<file path="src/rtl/ch_adv_parser.sv">
// ch_adv_parser
//   Walks a heartbeat packet held in byte-wide packet RAM and feeds the known-CH selector.
//   Packet layout (big-endian 16-bit words): [type][count][ID,hops,Q] x count.
//   A valid heartbeat (type 0x0001) gives one hb_reset_o pulse. Each of the first CH_LIMIT
//   entries is then presented on fch_*_o, with a one-cycle en_kch_o strobe per entry.
//
// Ports
//   clk_i          clock, rising edge
//   rst_i          synchronous active-high reset
//   start_i        one-cycle parse request, accepted only while idle
//   base_addr_i    first byte address of the packet
//   mem_rdata_i    RAM read data, valid the cycle after mem_ren_o
//   mem_ren_o      RAM read enable
//   mem_addr_o     RAM read address (base + offset, wraps modulo MEM_DEPTH)
//   hb_reset_o     one-cycle pulse: clear known-CH table
//   en_kch_o       one-cycle pulse: fch_*_o hold a new entry
//   fch_id_o       CH node ID
//   fch_hops_o     hop count to CH
//   fch_qvalue_o   CH Q-value (Q2.14)
//   busy_o         high from start acceptance until done
//   done_o         one-cycle pulse at end of parse
//   err_o          sticky until next accepted start: bad type or count > CH_LIMIT
//
// Configuration macro
//   CHADV_HOPINC_EN  when defined, fch_hops_o = received hops + 1, saturating at 0xFFFF.
//                    When undefined, received hops are passed through unmodified.

module ch_adv_parser #(
   parameter int unsigned MEM_WIDTH  = 8,
   parameter int unsigned MEM_DEPTH  = 2048,
   parameter int unsigned WORD_WIDTH = 16,
   parameter int unsigned CH_LIMIT   = 8,
   parameter int unsigned KCH_GAP    = 4
) (
   input  logic                         clk_i,
   input  logic                         rst_i,
   input  logic                         start_i,
   input  logic [$clog2(MEM_DEPTH)-1:0] base_addr_i,
   input  logic [MEM_WIDTH-1:0]         mem_rdata_i,
   output logic                         mem_ren_o,
   output logic [$clog2(MEM_DEPTH)-1:0] mem_addr_o,
   output logic                         hb_reset_o,
   output logic                         en_kch_o,
   output logic [WORD_WIDTH-1:0]        fch_id_o,
   output logic [WORD_WIDTH-1:0]        fch_hops_o,
   output logic [WORD_WIDTH-1:0]        fch_qvalue_o,
   output logic                         busy_o,
   output logic                         done_o,
   output logic                         err_o
);

   localparam int unsigned AW   = $clog2(MEM_DEPTH);
   localparam int unsigned GW   = (KCH_GAP > 1) ? $clog2(KCH_GAP) : 1;
   localparam int unsigned HW   = 2 * WORD_WIDTH;
   localparam int unsigned EW   = 3 * WORD_WIDTH - MEM_WIDTH;
   localparam logic [WORD_WIDTH-1:0] LIMIT    = WORD_WIDTH'(CH_LIMIT);
   localparam logic [WORD_WIDTH-1:0] HB_TYPE  = WORD_WIDTH'(1);
   localparam logic [GW-1:0]         GAP_LAST = GW'(KCH_GAP - 1);

   typedef enum logic [2:0] {
      StIdle, StRdHdr, StCheck, StHbRst, StRdEnt, StEmit, StGap, StDone
   } state_e;

   state_e                state_q, state_d;
   logic [AW-1:0]         base_q, base_d;
   logic [AW-1:0]         off_q, off_d;
   logic                  phase_q, phase_d;   // 0: drive read, 1: capture data
   logic [2:0]            byte_q, byte_d;
   logic [HW-1:0]         hdr_q, hdr_d;
   logic [EW-1:0]         ent_q, ent_d;       // entry bytes captured so far
   logic [WORD_WIDTH-1:0] idx_q, idx_d;       // entries emitted
   logic [WORD_WIDTH-1:0] num_q, num_d;       // entries to emit
   logic [GW-1:0]         gap_q, gap_d;
   logic                  err_q, err_d;
   logic [WORD_WIDTH-1:0] id_q, id_d;
   logic [WORD_WIDTH-1:0] hops_q, hops_d;
   logic [WORD_WIDTH-1:0] qv_q, qv_d;

   logic [HW-1:0]          hdr_shift;
   logic [3*WORD_WIDTH-1:0] ent_full;
   logic [WORD_WIDTH-1:0]  hdr_type, hdr_count;
   logic [WORD_WIDTH-1:0]  rx_hops, hops_adj;

   assign hdr_shift = {hdr_q[HW-MEM_WIDTH-1:0], mem_rdata_i};
   assign ent_full  = {ent_q, mem_rdata_i};
   assign hdr_type  = hdr_q[HW-1:WORD_WIDTH];
   assign hdr_count = hdr_q[WORD_WIDTH-1:0];
   assign rx_hops   = ent_full[2*WORD_WIDTH-1:WORD_WIDTH];

`ifdef CHADV_HOPINC_EN
   assign hops_adj = (rx_hops == '1) ? rx_hops : rx_hops + WORD_WIDTH'(1);
`else
   assign hops_adj = rx_hops;
`endif

   always_ff @(posedge clk_i) begin
      if (rst_i) begin
         state_q <= StIdle;
         base_q  <= '0;
         off_q   <= '0;
         phase_q <= 1'b0;
         byte_q  <= '0;
         hdr_q   <= '0;
         ent_q   <= '0;
         idx_q   <= '0;
         num_q   <= '0;
         gap_q   <= '0;
         err_q   <= 1'b0;
         id_q    <= '0;
         hops_q  <= '1;
         qv_q    <= '0;
      end else begin
         state_q <= state_d;
         base_q  <= base_d;
         off_q   <= off_d;
         phase_q <= phase_d;
         byte_q  <= byte_d;
         hdr_q   <= hdr_d;
         ent_q   <= ent_d;
         idx_q   <= idx_d;
         num_q   <= num_d;
         gap_q   <= gap_d;
         err_q   <= err_d;
         id_q    <= id_d;
         hops_q  <= hops_d;
         qv_q    <= qv_d;
      end
   end

   always_comb begin
      state_d = state_q;
      base_d  = base_q;
      off_d   = off_q;
      phase_d = phase_q;
      byte_d  = byte_q;
      hdr_d   = hdr_q;
      ent_d   = ent_q;
      idx_d   = idx_q;
      num_d   = num_q;
      gap_d   = gap_q;
      err_d   = err_q;
      id_d    = id_q;
      hops_d  = hops_q;
      qv_d    = qv_q;

      unique case (state_q)
         StIdle: begin
            if (start_i) begin
               base_d  = base_addr_i;
               off_d   = '0;
               phase_d = 1'b0;
               byte_d  = '0;
               err_d   = 1'b0;
               state_d = StRdHdr;
            end
         end
         StRdHdr: begin
            if (!phase_q) begin
               phase_d = 1'b1;
            end else begin
               phase_d = 1'b0;
               hdr_d   = hdr_shift;
               off_d   = off_q + AW'(1);
               if (byte_q == 3'd3) begin
                  byte_d  = '0;
                  state_d = StCheck;
               end else begin
                  byte_d = byte_q + 3'd1;
               end
            end
         end
         StCheck: begin
            if (hdr_type != HB_TYPE) begin
               err_d   = 1'b1;
               state_d = StDone;
            end else begin
               state_d = StHbRst;
            end
         end
         StHbRst: begin
            idx_d = '0;
            if (hdr_count > LIMIT) begin
               err_d = 1'b1;
               num_d = LIMIT;
            end else begin
               num_d = hdr_count;
            end
            state_d = (hdr_count == '0) ? StDone : StRdEnt;
         end
         StRdEnt: begin
            if (!phase_q) begin
               phase_d = 1'b1;
            end else begin
               phase_d = 1'b0;
               ent_d   = ent_full[EW-1:0];
               off_d   = off_q + AW'(1);
               if (byte_q == 3'd5) begin
                  // Outputs load on entry to StEmit so they are valid alongside en_kch_o.
                  byte_d  = '0;
                  id_d    = ent_full[3*WORD_WIDTH-1:2*WORD_WIDTH];
                  hops_d  = hops_adj;
                  qv_d    = ent_full[WORD_WIDTH-1:0];
                  idx_d   = idx_q + WORD_WIDTH'(1);
                  state_d = StEmit;
               end else begin
                  byte_d = byte_q + 3'd1;
               end
            end
         end
         StEmit: begin
            gap_d = '0;
            if (KCH_GAP == 0) begin
               state_d = (idx_q == num_q) ? StDone : StRdEnt;
            end else begin
               state_d = StGap;
            end
         end
         StGap: begin
            if (gap_q == GAP_LAST) begin
               state_d = (idx_q == num_q) ? StDone : StRdEnt;
            end else begin
               gap_d = gap_q + GW'(1);
            end
         end
         StDone: begin
            state_d = StIdle;
         end
         default: begin
            state_d = StIdle;
         end
      endcase
   end

   assign mem_ren_o    = ((state_q == StRdHdr) || (state_q == StRdEnt)) && !phase_q;
   assign mem_addr_o   = mem_ren_o ? (base_q + off_q) : '0;
   assign hb_reset_o   = (state_q == StHbRst);
   assign en_kch_o     = (state_q == StEmit);
   assign busy_o       = (state_q != StIdle) && (state_q != StDone);
   assign done_o       = (state_q == StDone);
   assign err_o        = err_q;
   assign fch_id_o     = id_q;
   assign fch_hops_o   = hops_q;
   assign fch_qvalue_o = qv_q;

endmodule
</file>
<file path="config.mk">
export PLATFORM = sky130hd
export DESIGN_NAME = ch_adv_parser
export DESIGN_NICKNAME = d
export VERILOG_FILES = /design/src/rtl/ch_adv_parser.sv
export SDC_FILE = /design/constraint.sdc
export NUM_CORES = 1
export LEC_CHECK = 0
export ABC_AREA = 1
export ABC_CLOCK_PERIOD_IN_PS = 3100
export CORE_MARGIN = 5
export CORE_UTILIZATION = 60
export DETAILED_ROUTE_END_ITERATION = 10
export MAX_ROUTING_LAYER = met4
export PLACE_DENSITY = 0.84
export SYNTH_ARGS = -nofsm -noshare
export SYNTH_HDL_FRONTEND = slang
export SYNTH_SLANG_ARGS = --single-unit
export TNS_END_PERCENT = 5
</file>
<file path="constraint.sdc">
create_clock -name clk_i -period 3.1 [get_ports clk_i]
set_input_delay 0.62 -clock clk_i [delete_from_list [all_inputs] [get_ports clk_i]]
set_output_delay 0.62 -clock clk_i [all_outputs]
set_load 0.02 [all_outputs]
</file>
==> impl_metrics.ini, run 1 <==
[timing]
timing.fmax_ghz = 0.328
layout_setup_ws_ps = 49.3
hold_ws_ps = 453
hold_viol = 0
maxSlewViolCount = 0
period_needed_ps = 3050
skew_ps = 8.31
rsz0062_at_grt = yes
fin_crit_sh_pct = 98.4
setup_viol_count_final = 0
slew_headroom_pct = 43.1
tightestPinTransition_ps = 853

[detailed_routing]
ant_nets = 0
viasPerCell = 5.35
post_drt_wl_per_cell_um = 13.9
routed_wl_um = 17700
first_pass_iters = 5
drc = 0
first_iter_violations = 515
vias = 6796

[worst_setup_path]
crit_type = reg2out
crit_fanout = 4
max_stage_delay_ps = 400
required_ps = 2480
crit_path_cell_trace = ha_1, fa_1, nand3_1, nand2_1, a21oi_2, o21ai_0, o21ai_0, nor2_1, dlygate4sd2_1
start_kind = flip-flop
cp_common_cell = o21ai_0
crit_buf_inv = 1
arrival_ps = 2430
crit_slowest_cell = fa_1
crit_path_end_kind = output pin
crit_family = adder cells

[floorplan]
pin_count = 87
rows = 41
start_util_pct = 61.0
die-area_um2 = 15100
die_w_um = 123
coreArea_um2 = 12600
die_y_um = 123

[yosys]
synthArstFlopShare_pct = 0
syn_avg_cell_area_um2 = 7.53
synth_edf_count = 0
syn_inst = 1018
yosys_warnings = 0
yosysSeqAreaShare_pct = 48.0
yosys.cell_types.count = 38
synth_seq_cells = 184
syn_nets = 1058
ys.flop_type = dfxtp_1
syn-cell-area_um2 = 7670

[placed_design]
placed_cell_area_um2 = 8660
dpl.hpwl_um = 11700
gp_congestion = 0.861
place_inst = 1239
dpl_worst_slack_ps = 208
port_buffers = 86

[grt]
antenna_found_initial = 0
grt_pass1_wl_um = 28900
gr-usage-all-layers_pct = 24.7
grt_max_degree = 81
gr-total-overflow = 0
grt_pass1_vias = 6259

[cts]
clk_latency_ps = 440
htreeDepth = 4
cts_tree = built
holdBufCountCts = 0
cts_buffer_depth = 2
cts_inserted_buffers = 17
cts.sinks = 184
cts_root_buf = clkbuf_16
clk_pin_slew_worst_paths_ps = 60
cts_setup_buffers = 0

[status]
status = complete, no violations

[final_layout]
utilization_pct = 74.0
n_antenna_cell = 0
nFillCells = 987
instances_no_fill = 1271
drive_gt1_share_pct = 6.28
area_growth_syn_to_layout_pct = 21.3
final_cell_area_um2 = 9300
final_nets = 1126

[power_and_ir_drop]
irDropWorstVdd_v = 0.000466
p_leak_nw = 3.92
power_density_nw_per_um2 = 681

[worst_hold_path]
hold_class = reg2reg

[flow_run]
max_cap_viol_count = 0
-- flip-flops by register name (all words and copies together) (netlist names), 3 cells and up --
register,cells
fch_qvalue_o,16
fch_id_o,16
base_q,11
idx_q,16
num_q,16
byte_q,3
off_q,11
state_q,3
ent_q,40
hdr_q,32
fch_hops_o,16
-- path summary, 6_finish.rpt --
kind | from | endpoint | slack [ps] | depth (start not counted)
min reg2reg | num_q[8]$_SDFFE_PP0P_ | num_q[8]$_SDFFE_PP0P_ | 450 | 2
max reg2reg | state_q[0]$_SDFFE_PP0P_ | fch_id_o[1]$_SDFFE_PP0P_ | 1090 | 7
min | num_q[8]$_SDFFE_PP0P_ | num_q[8]$_SDFFE_PP0P_ | 450 | 2
max | off_q[0]$_SDFFE_PP0P_ | mem_addr_o[10] | 50 | 9
-- area by class of cell --
type                    instances  area [um^2]  share of cell area, %
clock buffers                  19          453                   4.87
clock inverters                13          180                   1.94
inverters                     142          534                   5.74
multi-input cells             647         3280                   35.2
flip-flops and latches        184         3680                   39.6
well taps                     172          215                   2.31
repair buffers                 94          958                   10.3
-- metrics by stage --
| step | TNS [ps] | power [mW] |
|---|---|---|
| after floorplan | 0 | 3.69 |
| after global placement | 0 | 4.04 |
| after detailed placement | 0 | 4.07 |
| after CTS | 0 | 6.35 |
| after global routing | -229 | 6.67 |
| final | 0 | 6.33 |
-- metal layers --
| metal | GRT usage (%) | up-vias | routed length (um) |
|---|---|---|---|
| met5 | - | - | 0 |
| met4 | 7.13 | 0 | 232 |
| met3 | 6.08 | 23 | 985 |
| met2 | 39.2 | 155 | 8410 |
| met1 | 31.8 | 3138 | 8100 |
| li1 | - | 3480 | - |
-- cell usage in the layout (no fill, tap or decap), drive strengths merged, types with 4 or more instances in the layout --
cell type / instances
a22oi: 5
nor2: 116
dlygate4sd2: 4
buf: 8
a21oi: 129
clkbuf: 20
nor3: 12
dlymetal6s2s: 4
clkdlybuf4s50: 77
nand2: 150
dfxtp: 184
nand3: 25
o21bai: 4
clkinv: 5
ha: 17
o21ai: 140
inv: 146
nand4: 12
o211ai: 18
-- report_power, final --
| group | internal (mW) | total [mW] | leakage (nW) | switching (mW) |
|---|---|---|---|---|
| logic | 0.460 | 1.35 | 2.13 | 0.887 |
| registers | 2.56 | 2.68 | 1.49 | 0.124 |
| clock network | 1.34 | 2.31 | 0.310 | 0.970 |
-- cells in the mapped netlist, drive strengths merged, types with 5 or more instances --
master / instances / share of area (%)
dfxtp: 184 / 48
nand2: 150 / 8.0
inv: 141 / 6.9
o21ai: 140 / 9.2
a21oi: 129 / 8.4
nor2: 116 / 6.0
clkbuf: 33 / 1.6
nand3: 25 / 1.7
o211ai: 18 / 1.8
ha: 17 / 2.8
buf: 12 / 0.90
nand4: 12 / 0.98
nor3: 12 / 0.78
a22oi: 5 / 0.49
-- worst register-to-register path: stages (launching register included) --
cell and delay [ps]:
dfxtp_1 370, nor2_2 220, nand2_4 110, inv_2 120
nand2_1 90, inv_2 620, o21ai_0 230, a21oi_1 170
-- cells by family after synthesis --
kind of cell	synth area share, %
AO/OA/AOI/OAI	21.4
XOR/XNOR	0.228
adder cells (fa/ha/maj)	3.03
buffers and inverters	9.46
flip-flops	48.0
multiplexers	0.131
AND/OR/NAND/NOR	17.7
-- what timing repair did --
action	4_1_cts	5_1_grt
resized for setup	6	8
endpoints found under the setup margin	5	8
endpoints found under the hold margin	0	0
(Power assumes the default switching activity.)
==> run 2: changes to the inputs <==
SLEW_MARGIN = 25   (was not set)
==> results of run 2 <==
No change in the layout: final DEF, timing and power equal those of run 1.
==> run 3: changes to the inputs <==
TNS_END_PERCENT = not set   (was 5)
==> run 3 against run 2 <==
Cell area about the same; die area did not move; global-route usage unchanged; via count up 0.38%; fmax rose by 3.6%; worst setup slack improved by 110 ps; count of clock-buffer cells in the layout stayed put; clock skew hardly changed; critical path depth stayed put; utilization is essentially flat; total power barely moved; non-clock buffer count unchanged; largest cell class unchanged; largest power group unchanged; highest routed layer unchanged.
==> impl_metrics.ini, run 3 (synthesized netlist as in run 1, its figures left out) <==
[worst_setup_path]
required_ps = 2480
arrival_ps = 2330
crit_start = off_q[0]$_SDFFE_PP0P_
start_kind = flip-flop
crit_end = mem_addr_o[6]
crit_type = reg2out
r2r_slack_ps = 1100
crit_path_end_kind = output pin
worst_r2r_endpoint = fch_id_o[1]$_SDFFE_PP0P_
r2r_start = state_q[0]$_SDFFE_PP0P_
r2r_cells = 7
crit_fanout = 4

[final_layout]
final_nets = 1126
n_antenna_cell = 0
layout_commonest_cell = dfxtp_1
top_register = ent_q
largest_reg_flops = 40
layout_common_cells = 184 x dfxtp_1, 143 x nand2_1, 134 x inv_1, 134 x o21ai_0, 126 x a21oi_1
final_cell_area_um2 = 9300
multi_input_area_um2 = 3280
reg.largest.list = ent_q (40), hdr_q (32)
regArea_um2 = 3680
nFillCells = 988
area_growth_syn_to_layout_pct = 21.3
instances_no_fill = 1271
drive_gt1_share_pct = 6.46

[flow_run]
max_cap_viol_count = 0

[detailed_routing]
first_pass_iters = 7
drc = 0
ant_nets = 0
post_drt_wl_per_cell_um = 14.0
routed_wl_um = 17800
vias = 6822
first_iter_violations = 521
viasPerCell = 5.37

[grt]
grt_max_degree = 81
antenna_found_initial = 0
gr-total-overflow = 0
grt_pass1_wl_um = 28900
gr-usage-all-layers_pct = 24.7
grt_pass1_vias = 6259

[timing]
fin_setup_tns_ps = 0
timing.fmax_ghz = 0.340
setup_viol_count_final = 0
hold_viol = 0
period_needed_ps = 2950
skew_ps = 8.36
hold_ws_ps = 453
tightestPinTransition_ps = 847
slew_headroom_pct = 43.5
fin_crit_sh_pct = 95.0
maxSlewViolCount = 0
rsz0062_at_grt = no

[floorplan]
die_w_um = 123
die-area_um2 = 15100
die_y_um = 123
pin_count = 87
coreArea_um2 = 12600
start_util_pct = 61.0
rows = 41

[power_and_ir_drop]
power_density_nw_per_um2 = 681
power.total_mw = 6.33
irDropWorstVdd_v = 0.000465
p_leak_nw = 3.92

[placed_design]
placed_cell_area_um2 = 8660
port_buffers = 86
dpl.hpwl_um = 11700
gp_congestion = 0.861
place_inst = 1239

[worst_hold_path]
hold_class = reg2reg

[cts]
cts_root_buf = clkbuf_16
cts_tree = built
cts_setup_buffers = 0
cts_buffer_depth = 2
clk_latency_ps = 430
cts.sinks = 184
htreeDepth = 4
clk_pin_slew_worst_paths_ps = 70
holdBufCountCts = 0
cts_inserted_buffers = 17

[status]
status = complete, no violations
run 3: how the worst min path moves through the flow:
| stage | start | to | slack, ps | depth (start not counted) |
|---|---|---|---|---|
| 2_1_floorplan | hdr_q[24]$_SDFFE_PP0P_ | hdr_q[24]$_SDFFE_PP0P_ | 430 | 2 |
| 3_3_place_gp | num_q[11]$_SDFFE_PP0P_ | num_q[11]$_SDFFE_PP0P_ | 440 | 2 |
| 3_5_place_dp | num_q[13]$_SDFFE_PP0P_ | num_q[13]$_SDFFE_PP0P_ | 440 | 2 |
| 4_1_cts | num_q[10]$_SDFFE_PP0P_ | num_q[10]$_SDFFE_PP0P_ | 460 | 2 |
| 5_1_grt | num_q[5]$_SDFFE_PP0P_ | num_q[5]$_SDFFE_PP0P_ | 480 | 2 |
| 6_report | num_q[8]$_SDFFE_PP0P_ | num_q[8]$_SDFFE_PP0P_ | 450 | 2 |
run 3: area by class of cell:
class                      instances  share of cell area, %
clock buffer                      19                   4.87
clock inverter                    13                   1.94
inverter                         142                   5.74
multi-input combinational        647                   35.3
sequential                       184                   39.6
tap                              172                   2.31
timing repair buffer              94                   10.3
run 3: critical path: stages, from the launching register on:
cell and delay (ps):
dfxtp_1 350, ha_1 230, fa_2 360, nand3_1 90, nand2_1 100, a21oi_2 170, inv_1 80, o21ai_0 140
a21oi_1 50, dlygate4sd2_1 320
run 3: power breakdown:
| group | leakage [nW] | switching [mW] | total, mW | internal [mW] |
|---|---|---|---|---|
| clock | 0.310 | 0.967 | 2.30 | 1.34 |
| combinational | 2.12 | 0.888 | 1.35 | 0.460 |
| sequential | 1.49 | 0.124 | 2.68 | 2.56 |
run 3: through the flow:
stage / setup WS, ps / utilization (%)
after floorplan: 763 / -
final: 155 / 74.0
after CTS: 1.77 / 73.9
after global placement: 230 / 68.9
after global routing: 7.46 / 74.0
after detailed placement: 208 / 68.9
run 3: layer usage:
layer | track usage [%] | wire [um] | up-vias
li1 | - | - | 3479
met1 | 31.8 | 8170 | 3150
met2 | 39.2 | 8410 | 171
met3 | 6.08 | 950 | 22
met4 | 7.13 | 239 | 0
met5 | - | 0 | -
run 3: what timing repair did:
action,4_1_cts,5_1_grt
gates resized for setup,6,12
hold endpoints to repair,0,0
endpoints found under the setup margin,5,8
